<file path="src/rtl/apb_responder.sv">
// apb_responder: APB register slave with an ID register, a CTRL register
// holding a programmable wait-state count, a free-running 64-bit cycle
// counter with a coherent high-word shadow, and four scratch registers.
//
// Handshake: a transfer is taken when psel and penable are both sampled high
// in IDLE. pready is a single-cycle registered pulse in the RESP state,
// and prdata/pslverr are only non-zero in that same cycle. If the master
// keeps penable high after the pulse, the slave parks in HOLD, so one
// access phase can never complete twice.
module apb_responder #(
   parameter logic [31:0] ID_VALUE   = 32'h4150_4231,
   parameter logic [3:0]  WAIT_RESET = 4'd0
) (
   input  logic        pclk,
   input  logic        preset,
   input  logic        psel,
   input  logic        penable,
   input  logic        pwrite,
   input  logic [31:0] paddr,
   input  logic [31:0] pwdata,
   output logic        pready,
   output logic [31:0] prdata,
   output logic        pslverr
);

   typedef enum logic [1:0] {
      ST_IDLE = 2'd0,
      ST_WAIT = 2'd1,
      ST_RESP = 2'd2,
      ST_HOLD = 2'd3
   } state_t;

   state_t      state;
   state_t      state_nxt;

   // captured transfer
   logic [31:0] addr_q;
   logic [31:0] wdata_q;
   logic        wr_q;
   logic [3:0]  wcnt;

   // architectural registers
   logic [3:0]  wait_q;
   logic [31:0] scratch [4];
   logic [63:0] counter;
   logic [31:0] shadow;

   // decode of the transfer about to enter RESP
   logic        take_access;
   logic [31:0] cur_addr;
   logic        cur_wr;
   logic        cur_err;
   logic        enter_resp;
   logic        rd_ok;
   logic [31:0] rdata;
   logic [63:0] cnt_inc;

   // State register
   always_ff @(posedge pclk) begin
      if (preset) state <= ST_IDLE;
      else        state <= state_nxt;
   end

   // Next-state logic
   always_comb begin
      state_nxt = state;
      case (state)
         ST_IDLE: begin
            if (psel && penable)
               state_nxt = (wait_q == 4'd0) ? ST_RESP : ST_WAIT;
         end
         ST_WAIT: begin
            // abort has priority over completion
            if (!psel || !penable)  state_nxt = ST_IDLE;
            else if (wcnt == 4'd1)  state_nxt = ST_RESP;
         end
         ST_RESP: begin
            state_nxt = penable ? ST_HOLD : ST_IDLE;
         end
         ST_HOLD: begin
            if (!penable) state_nxt = ST_IDLE;
         end
         default: state_nxt = ST_IDLE;
      endcase
   end

   // Output decode: error check and read mux for the transfer entering RESP.
   // In IDLE the transfer is seen directly on the bus (zero-wait case);
   // otherwise the captured copy is used.
   always_comb begin
      take_access = (state == ST_IDLE) && psel && penable;
      cur_addr    = take_access ? paddr  : addr_q;
      cur_wr      = take_access ? pwrite : wr_q;
      enter_resp  = (state_nxt == ST_RESP);
      cnt_inc     = counter + 64'd1;
      cur_err     = (cur_addr[31:5] != 27'd0) || (cur_addr[1:0] != 2'd0) ||
                    (cur_wr && ((cur_addr[4:2] == 3'd0) ||
                                (cur_addr[4:2] == 3'd2) ||
                                (cur_addr[4:2] == 3'd3)));
      rd_ok       = enter_resp && !cur_err && !cur_wr;
      rdata       = 32'd0;
      case (cur_addr[4:2])
         3'd0:    rdata = ID_VALUE;
         3'd1:    rdata = {28'd0, wait_q};
         // counter value as it will be during the RESP cycle
         3'd2:    rdata = cnt_inc[31:0];
         3'd3:    rdata = shadow;
         default: rdata = scratch[cur_addr[3:2]];
      endcase
   end

   // Transfer capture and wait-state countdown
   always_ff @(posedge pclk) begin
      if (preset) begin
         addr_q  <= 32'd0;
         wdata_q <= 32'd0;
         wr_q    <= 1'b0;
         wcnt    <= 4'd0;
      end else if (take_access) begin
         addr_q  <= paddr;
         wdata_q <= pwdata;
         wr_q    <= pwrite;
         wcnt    <= wait_q;
      end else if (state == ST_WAIT) begin
         wcnt    <= wcnt - 4'd1;
      end
   end

   // Registered response outputs, valid only during RESP
   always_ff @(posedge pclk) begin
      if (preset) begin
         pready  <= 1'b0;
         prdata  <= 32'd0;
         pslverr <= 1'b0;
      end else begin
         pready  <= enter_resp;
         prdata  <= rd_ok ? rdata : 32'd0;
         pslverr <= enter_resp && cur_err;
      end
   end

   // Free-running counter; high word snapshot taken on a COUNT_LO read
   always_ff @(posedge pclk) begin
      if (preset) begin
         counter <= 64'd0;
         shadow  <= 32'd0;
      end else begin
         counter <= cnt_inc;
         if (rd_ok && (cur_addr[4:2] == 3'd2))
            shadow <= cnt_inc[63:32];
      end
   end

   // Register writes commit at the end of an error-free RESP cycle
   always_ff @(posedge pclk) begin
      if (preset) begin
         wait_q <= WAIT_RESET;
         for (int i = 0; i < 4; i++) scratch[i] <= 32'd0;
      end else if ((state == ST_RESP) && wr_q && !pslverr) begin
         case (addr_q[4:2])
            3'd1:    wait_q <= wdata_q[3:0];
            3'd4:    scratch[0] <= wdata_q;
            3'd5:    scratch[1] <= wdata_q;
            3'd6:    scratch[2] <= wdata_q;
            3'd7:    scratch[3] <= wdata_q;
            default: ;
         endcase
      end
   end

endmodule

</file>
<file path="config.mk">
export PLATFORM = sky130hd
export DESIGN_NAME = apb_responder
export DESIGN_NICKNAME = d
export VERILOG_FILES = /design/src/rtl/apb_responder.sv
export SDC_FILE = /design/constraint.sdc
export NUM_CORES = 1
export LEC_CHECK = 0
export CORE_MARGIN = 2
export CORE_UTILIZATION = 30
export CTS_CLUSTER_DIAMETER = 200
export CTS_CLUSTER_SIZE = 25
export DETAILED_ROUTE_END_ITERATION = 8
export PLACE_DENSITY = 0.58
export REMOVE_ABC_BUFFERS = 1
export SYNTH_ARGS = -nofsm -noshare
export SYNTH_HDL_FRONTEND = slang
export SYNTH_SLANG_ARGS = --single-unit
</file>
<file path="constraint.sdc">
create_clock -name pclk -period 6.19 [get_ports pclk]
set_input_delay 0.9285 -clock pclk [delete_from_list [all_inputs] [get_ports pclk]]
set_output_delay 0.9285 -clock pclk [all_outputs]
set_load 0.05 [all_outputs]
</file>
# == Word level (Yosys, flattened, before mapping) ==
# Memories as Yosys holds them, arrays and structs flattened.
# Cells that the tools add are included.
# totals
reg_bits,205
mem_bits_rw,128
input_bits,69
output_inout_bits,34
mem_count,1
# op_classes
n_addsub,2
eq_ne,13
muxes,34
n_bitwise,5
n_reduce_logical,28
# memory_table
memory,depth,word_bits,rd,rd_clocked_by_memory_dff,wr,line_no,text
scratch,4,32,1,0,4,44,logic [31:0] scratch [4];
# op_table
cell,n
$mux 32,5
$pmux 32 s4,1
$add 64x1->64 const B,1
$reduce_bool 27->1,1
$mux 1,19
$eq 3x3->1 const B,4
$mux 2,6
$logic_and 1x1->1,10
$mux 4,2
$pmux 2 s4,1
$eq 2x2->1 const B,3
$eq 3x1->1 const B,2
$eq 3x2->1 const B,2
$logic_not 1->1,5
$logic_or 1x1->1,5
$eq 4x1->1 const B,1
$logic_not 4->1,1
$or 1x1->1,4
$reduce_bool 2->1,2
$sub 4x1->4 const B,1
$logic_not 3->1,1
$eq 2x1->1 const B,1
$logic_not 2->1,1
$reduce_and 2->1,1
2 further kinds,2

# == Longest topological paths before layout ==
# Gate-level depths: netlist (run 1).
# logic_depth
depth_word,14
mapped_depth,10

# == Worst setup path after synthesis (run 1) ==
# OpenSTA, ideal clock, no wires.
# synth_path
path_type,flip-flop to flip-flop
start,register pslverr
end,memory scratch[2][0] (enable)
setup_time_ns,0.428
t_arrival_ns,2.648
path_slack_ns,3.113
path_stages_with_launch,4
n_path_buf,0
path_cell_list,dfxtp_1 nor4bb_1 nand3_1 o21bai_1
# synth_rtl
item,line_no,text
from (decl),23,output logic pslverr
from (signal assigned),138,pslverr <= enter_resp && cur_err;
to (decl),44,

# == Worst setup path in the final report (run 1) ==
# layout_path
start,input psel
end,register prdata[22]
# layout_between
elab_chain_cells,13
word_cells_on_any_way,30
classes_between,eq/ne: 4; mux: 6; bitwise: 1; reduce/logical: 18; memory: 1
# layout_rtl
item,line_no,text
from (decl),16,"input logic psel,"
$logic_and 1x1->1 (2 in a row),91,take_access = (state == ST_IDLE) && psel && penable;
$mux 32,n/a,
$eq 3x2->1 / $logic_not 3->1 (equally long branches),"98, 102, 97",
$logic_or 1x1->1,97,(cur_wr && ((cur_addr[4:2] == 3'd0) ||
$logic_or 1x1->1,98,(cur_addr[4:2] == 3'd2) ||
$logic_and 1x1->1,97,
$logic_or 1x1->1,96,cur_err = (cur_addr[31:5] != 27'd0) || (cur_addr[1:0] != 2'd0) ||
$logic_not 1->1,100,rd_ok = enter_resp && !cur_err && !cur_wr;
$logic_and 1x1->1 (2 in a row),100,
$not 1->1 (no line),n/a,
$reduce_or 2->1 (no line),n/a,
to (signal assigned),137,prdata <= rd_ok ? rdata : 32'd0;
to (decl),22,"output logic [31:0] prdata,"
# Parallel ways exist; a longest one is shown, timed or not.
# A chain may end at the register's enable or synchronous reset.

==> impl_metrics.py, run 1 <==
metrics = {
    "run_status": {
        "outcome": "complete, no violations",
    },
    "routing": {
        "vias": 10900,
        "drtIter0Drc": 838,
        "avgViaCountPerCell": 5.07,
        "wire_per_inst_um": 18.6,
        "dr.pass1.iters": 7,
        "drtAntennaViolNets": 0,
        "remaining_drc_errors": 0,
        "wl_um": 40000,
    },
    "pwr": {
        "power_frac_clock_pct": 31.7,
        "pwr-share-seq_pct": 59.8,
        "combPwrFrac_pct": 8.5,
        "p_switching_uw": 964,
        "power.density_nw_per_um2": 238,
        "p_int_uw": 2980,
        "leakage_uw": 0.00561,
        "p_sw_share_pct": 24.5,
        "irDropWorstVdd_mv": 0.147,
    },
    "synthesis": {
        "syn_area_um2": 14400,
        "yosys.area.top_type": "dfxtp_1",
        "synth_cell_types": 72,
        "synth_seq_cells": 333,
        "synth_edf_count": 128,
        "seq_area_frac_synth_pct": 55.1,
        "async_flop_share_pct": 0,
        "ys.warnings.count": 0,
        "synth_area_leaders": "dfxtp_1 28%, edfxtp_1 27%, nand2_1 6.4%",
        "synth.top_cell.area_share_pct": 28.4,
        "synthFlopType": "dfxtp_1",
        "syn_area_per_cell_um2": 9.76,
        "syn_inst": 1478,
    },
    "cells_and_area": {
        "final_cell_mix": "245 x nand2_1, 205 x dfxtp_1, 134 x a21oi_1",
        "diodes": 0,
        "n_fill_cell": 4788,
        "final_util_pct": 34.8,
        "final_common_cell": "nand2_1",
        "drive_gt1_share_pct": 7.08,
        "syn_to_final_growth_pct": 15.0,
        "finalInstanceArea_um2": 16600,
        "finish.net_count": 1601,
    },
    "sta": {
        "period_share_pct": 78.4,
        "max-slew-margin-rel_pct": 9.41,
        "slew_viol_final": 0,
        "period_needed_ns": 4.85,
        "setup_slack_ns": 1.34,
        "rsz0062_at_grt": "no",
        "skew_ns": 0.0219,
        "setup_violations": 0,
        "max_freq_mhz": 206,
        "worst_slew_pin_slew_ns": 1.36,
        "hold_violations": 0,
    },
    "critical_path": {
        "crit_fanout": 76,
        "reg2reg_slack_ns": 1.88,
        "worstSetupEndpointType": "flip-flop",
        "cpMostUsedCell": "buf_4",
        "crit_path_start_kind": "primary input",
        "rr_endpoint": "prdata[22]$_SDFF_PP0_",
        "rr_startpoint": "state[1]$_SDFF_PP0_",
        "cp.required_ns": 6.59,
        "crit_start": "psel",
        "cp_data_arrival_time_ns": 5.26,
        "crit_chain": "clkdlybuf4s50_1 -> nor4bb_4 -> buf_4 -> nor4_1 -> o21a_1 -> nand2_1 -> buf_4 -> a2111oi_0",
        "cpMaxStageDelayCell": "o21a_1",
        "crit_path_max_incr_delay_ns": 1.10,
        "r2r.worst_path.cells": 7,
        "crit_type": "in -> reg",
    },
    "worst_hold_path": {
        "hold_path_end": "addr_q[8]$_SDFF_PP0_",
        "min_path_type": "reg -> reg",
        "min_from": "addr_q[8]$_SDFF_PP0_",
        "holdPathStages": 2,
    },
    "floorplan": {
        "die_y_um": 223,
        "dieArea_um2": 49900,
        "start_util_pct": 30.3,
        "ioPinCount": 103,
        "std_cell_rows": 80,
        "die_w_um": 223,
        "core_um2": 47600,
    },
    "placed_design": {
        "dpl_worst_slack_ns": 0.898,
        "placed_cell_area_um2": 16100,
        "io_buffers": 102,
        "hpwlAfterDp_um": 26500,
        "gp_congestion": 0.829,
    },
    "grt": {
        "grt_pass1_vias": 10600,
        "grt_max_degree": 77,
        "antenna_found_initial": 0,
        "grt.overflow.total": 0,
        "grt_usage_pct": 15.8,
        "grt_first_pass_wirelength_um": 62100,
    },
    "clocking": {
        "clkLatencyLatePin_ns": 0.51,
        "cts_buffer_depth": 3,
        "clkTransAtPathRegs_ns": 0.10,
        "postCtsHoldBufs": 0,
        "numCtsBuffers": 17,
        "clock_sinks": 333,
        "root_buffer": "clkbuf_16",
        "h-tree-depth": 1,
        "post_cts_resized": 0,
        "cts_tree": "built",
        "postCtsSetupBuffers": 0,
    },
    "job": {
        "maxCapViolCount": 0,
    },
}
-- power groups by stage --
stage | Clock (µW) | Sequential, µW | Combinational [µW]
floorplan | 0 | 2400 | 169
global placement | 0 | 2400 | 336
CTS | 1280 | 2360 | 340
detailed placement | 0 | 2410 | 338
global route | 1350 | 2360 | 371
finish | 1250 | 2350 | 337
-- registers in the layout, indices dropped and copies added (netlist names) --
| register | cells |
|---|---|
| wdata_q | 32 |
| wr_q | 1 |
| prdata | 32 |
| shadow | 32 |
| scratch | 128 |
| pready | 1 |
| counter | 64 |
| state | 2 |
| pslverr | 1 |
| addr_q | 32 |
| wcnt | 4 |
| wait_q | 4 |
-- cell usage after synthesis, types with 4 or more instances --
library cell,n
mux2i_1,22
a211oi_1,29
o21ai_0,21
buf_1,4
o21a_1,5
a21oi_1,134
xor2_1,26
a221oi_1,14
buf_4,4
nand2b_1,8
nand4_1,17
nor3_1,27
mux2_2,7
and2_1,132
buf_2,14
a22oi_1,5
and4_1,4
nor2_1,117
nor2b_1,17
nand3_1,52
xnor2_1,36
edfxtp_1,128
and3_1,5
and4_2,4
dfxtp_1,205
and3_2,4
a211oi_2,14
nor3_2,4
o21bai_1,4
nor4_1,23
inv_1,10
nand2_1,245
clkbuf_1,72
a221o_1,6
-- critical path: cells and delay by family --
kind            cells  cell delay [ns]
simple gates        3             1.51
compound gates      2             1.38
buf+inv             3             1.39
-- worst max path at each step --
stage,depth (start not counted),slack (ns),to
floorplan,6,-2.70,prdata[13]$_SDFF_PP0_
global placement,8,0.96,prdata[22]$_SDFF_PP0_
detailed placement,8,0.90,prdata[22]$_SDFF_PP0_
CTS,8,1.38,prdata[22]$_SDFF_PP0_
global route,8,1.08,prdata[22]$_SDFF_PP0_
finish,8,1.34,prdata[22]$_SDFF_PP0_
-- final cells by class --
| cell class | count | area [µm²] | share of cell area, % |
|---|---|---|---|
| multi-input combinational | 1040 | 6140 | 37.0 |
| clock inverter | 1 | 20.0 | 0.121 |
| tap | 615 | 769 | 4.64 |
| inverter | 10 | 37.5 | 0.226 |
| sequential | 333 | 7950 | 47.9 |
| clock buffer | 28 | 467 | 2.81 |
| timing repair buffer | 127 | 1210 | 7.29 |
-- through the flow --
step                      total power (µW)  hold WS (ns)  setup TNS, ns  std cells
after CTS                             3980         0.460              0       2154
final                                 3940         0.459              0       2154
after floorplan                       2570         0.430        -202.43       1383
after detailed placement              2740         0.448              0       2125
after global routing                  4090         0.481              0       2154
after global placement                2740         0.444              0       2125
-- kinds of logic (layout without fill, tap and decap cells) --
family | count (synthesis) | count (layout) | synth area share, %
and+or+nand+nor | 692 | 692 | 24.3
DFF | 333 | 333 | 55.1
AOI/OAI and AO/OA | 252 | 252 | 11.3
buffers and inverters | 105 | 166 | 3.01
xor gates and xnor gates | 62 | 62 | 3.76
muxes | 31 | 31 | 2.26
adders and majority gates | 3 | 3 | 0.260
-- layer usage --
layer | routed length (µm) | GRT usage (%) | up-vias
li1 | - | - | 5268
met5 | 0 | 0 | -
met1 | 18300 | 21.6 | 5349
met2 | 19100 | 27.0 | 265
met4 | 621 | 3.03 | 0
met3 | 1980 | 1.80 | 36
(Power assumes the default switching activity.)
==> run 2: changes to the inputs <==
==> constraint.sdc (replaced) <==
create_clock -name pclk -period 5 [get_ports pclk]
set_input_delay 0.75 -clock pclk [delete_from_list [all_inputs] [get_ports pclk]]
set_output_delay 0.75 -clock pclk [all_outputs]
set_load 0.05 [all_outputs]
==> run 2 against run 1 <==
Power increased by 24%. Critical path type unchanged. Utilization increased by 0.084 points. Critical path depth unchanged. Design area increased by 0.24%. Largest power group unchanged. Highest routed layer unchanged.
==> impl_metrics.py, run 2 (synthesis results as in run 1) <==
metrics = {
    "run_status": {
        "outcome": "complete, no violations",
    },
    "clocking": {
        "postCtsSetupBuffers": 0,
        "cts_tree": "built",
        "clkLatencyLatePin_ns": 0.54,
        "clock_sinks": 333,
        "cts_buffer_depth": 3,
        "root_buffer": "clkbuf_16",
        "clkTransAtPathRegs_ns": 0.11,
        "h-tree-depth": 1,
        "postCtsHoldBufs": 0,
        "numCtsBuffers": 17,
        "post_cts_resized": 0,
    },
    "sta": {
        "skew_ns": 0.0291,
        "setup_violations": 0,
        "period_needed_ns": 3.53,
        "period_share_pct": 70.7,
        "worst_slew_pin_slew_ns": 1.23,
        "tns_ns": 0,
        "rsz0062_at_grt": "no",
        "slew_viol_final": 0,
        "hold_violations": 0,
        "max_freq_mhz": 283,
        "max-slew-margin-rel_pct": 17.6,
    },
    "grt": {
        "grt_max_degree": 78,
        "grt_pass1_vias": 10800,
        "grt.overflow.total": 0,
        "grt_usage_pct": 15.8,
        "antenna_found_initial": 0,
        "grt_first_pass_wirelength_um": 62000,
    },
    "cells_and_area": {
        "finalInstanceArea_um2": 16600,
        "top_regs": "scratch x128, counter x64",
        "largest_reg_flops": 128,
        "regArea_um2": 7950,
        "final_cell_mix": "245 x nand2_1, 205 x dfxtp_1, 134 x a21oi_1",
        "diodes": 0,
        "final_util_pct": 34.9,
        "regMostFlops": "scratch",
        "syn_to_final_growth_pct": 15.3,
        "multiInputGateArea_um2": 6150,
        "finish.net_count": 1604,
        "n_fill_cell": 4904,
        "drive_gt1_share_pct": 7.32,
        "final_common_cell": "nand2_1",
    },
    "critical_path": {
        "crit_chain": "clkdlybuf4s50_1 -> nand4bb_4 -> mux2i_4 -> buf_4 -> nand2_1 -> a21oi_1 -> nor2_1 -> a2111oi_0",
        "rr_endpoint": "prdata[22]$_SDFF_PP0_",
        "worstSetupEndpointType": "flip-flop",
        "crit_path_start_kind": "primary input",
        "cp.required_ns": 5.37,
        "reg2reg_slack_ns": 1.81,
        "crit_path_max_incr_delay_ns": 0.66,
        "crit_fanout": 39,
        "cp_data_arrival_time_ns": 3.91,
        "crit_start": "penable",
        "crit_type": "in -> reg",
        "cpMaxStageDelayCell": "a2111oi_0",
        "r2r.worst_path.cells": 7,
        "endpoint": "prdata[22]$_SDFF_PP0_",
        "rr_startpoint": "state[0]$_SDFF_PP0_",
    },
    "routing": {
        "vias": 10800,
        "wire_per_inst_um": 18.5,
        "drtAntennaViolNets": 0,
        "dr.pass1.iters": 5,
        "drtIter0Drc": 626,
        "wl_um": 39800,
        "remaining_drc_errors": 0,
        "avgViaCountPerCell": 4.99,
    },
    "placed_design": {
        "hpwlAfterDp_um": 27100,
        "io_buffers": 102,
        "placed_cell_area_um2": 16100,
        "gp_congestion": 0.837,
    },
    "floorplan": {
        "ioPinCount": 103,
        "std_cell_rows": 80,
        "die_w_um": 223,
        "start_util_pct": 30.3,
        "dieArea_um2": 49900,
        "die_y_um": 223,
        "core_um2": 47600,
    },
    "job": {
        "maxCapViolCount": 0,
    },
    "pwr": {
        "power.density_nw_per_um2": 294,
        "leakage_uw": 0.00563,
        "irDropWorstVdd_mv": 0.249,
    },
    "worst_hold_path": {
        "min_path_type": "reg -> reg",
    },
}
-- run 2: cell count changes in the layout (fill, tap and decap cells not counted) --
cell	change
buf_4	+3
inv_6	+1
mux2i_2	-1
mux2i_4	+1
-- run 2: critical path, delay by kind of cell --
kind | cells | cell delay [ns]
buf+inv | 2 | 1.18
mux | 1 | 0.43
simple gates | 3 | 0.71
compound gates | 2 | 0.82
-- run 2: per-stage QoR --
stage,hold WS [ns],setup slack [ns],std cells,power (µW)
finish,0.459,1.47,2158,4890
global route,0.478,1.35,2158,5070
detailed placement,0.446,0.994,2128,3400
global placement,0.445,1.01,2128,3390
floorplan,0.430,-3.71,1383,3180
CTS,0.460,1.56,2158,4940
-- run 2: worst min-delay path by stage --
stage,cells after the start,start,slack (ns),endpoint
CTS,2,addr_q[31]$_SDFF_PP0_,0.46,addr_q[31]$_SDFF_PP0_
global route,2,addr_q[31]$_SDFF_PP0_,0.48,addr_q[31]$_SDFF_PP0_
finish,2,addr_q[19]$_SDFF_PP0_,0.46,addr_q[19]$_SDFF_PP0_
global placement,2,addr_q[19]$_SDFF_PP0_,0.45,addr_q[19]$_SDFF_PP0_
detailed placement,2,addr_q[31]$_SDFF_PP0_,0.45,addr_q[31]$_SDFF_PP0_
floorplan,2,addr_q[31]$_SDFF_PP0_,0.43,addr_q[31]$_SDFF_PP0_
-- run 2: per-layer routing --
| metal | share of wire, % | up-vias | global-route usage (%) |
|---|---|---|---|
| met5 | 0 | - | 0 |
| met4 | 2.3 | 0 | 4.73 |
| met3 | 4.8 | 59 | 1.98 |
| met2 | 47 | 255 | 26.9 |
| met1 | 46 | 5195 | 21.1 |
| li1 | - | 5258 | - |
-- run 2: cell type report --
| class | count | area share, % |
|---|---|---|
| clock buffers | 28 | 2.81 |
| clock inverters | 2 | 0.173 |
| inverters | 10 | 0.226 |
| flip-flops and latches | 333 | 47.8 |
| well taps | 615 | 4.63 |
| repair buffers | 130 | 7.41 |
| multi-input cells | 1040 | 37.0 |
-- run 2: where the power goes --
| group | internal (µW) | switching (µW) | leakage (µW) |
|---|---|---|---|
| sequential | 2870 | 41.5 | 0.00298 |
| clock | 664 | 899 | 0.000237 |
| combinational | 152 | 263 | 0.00241 |
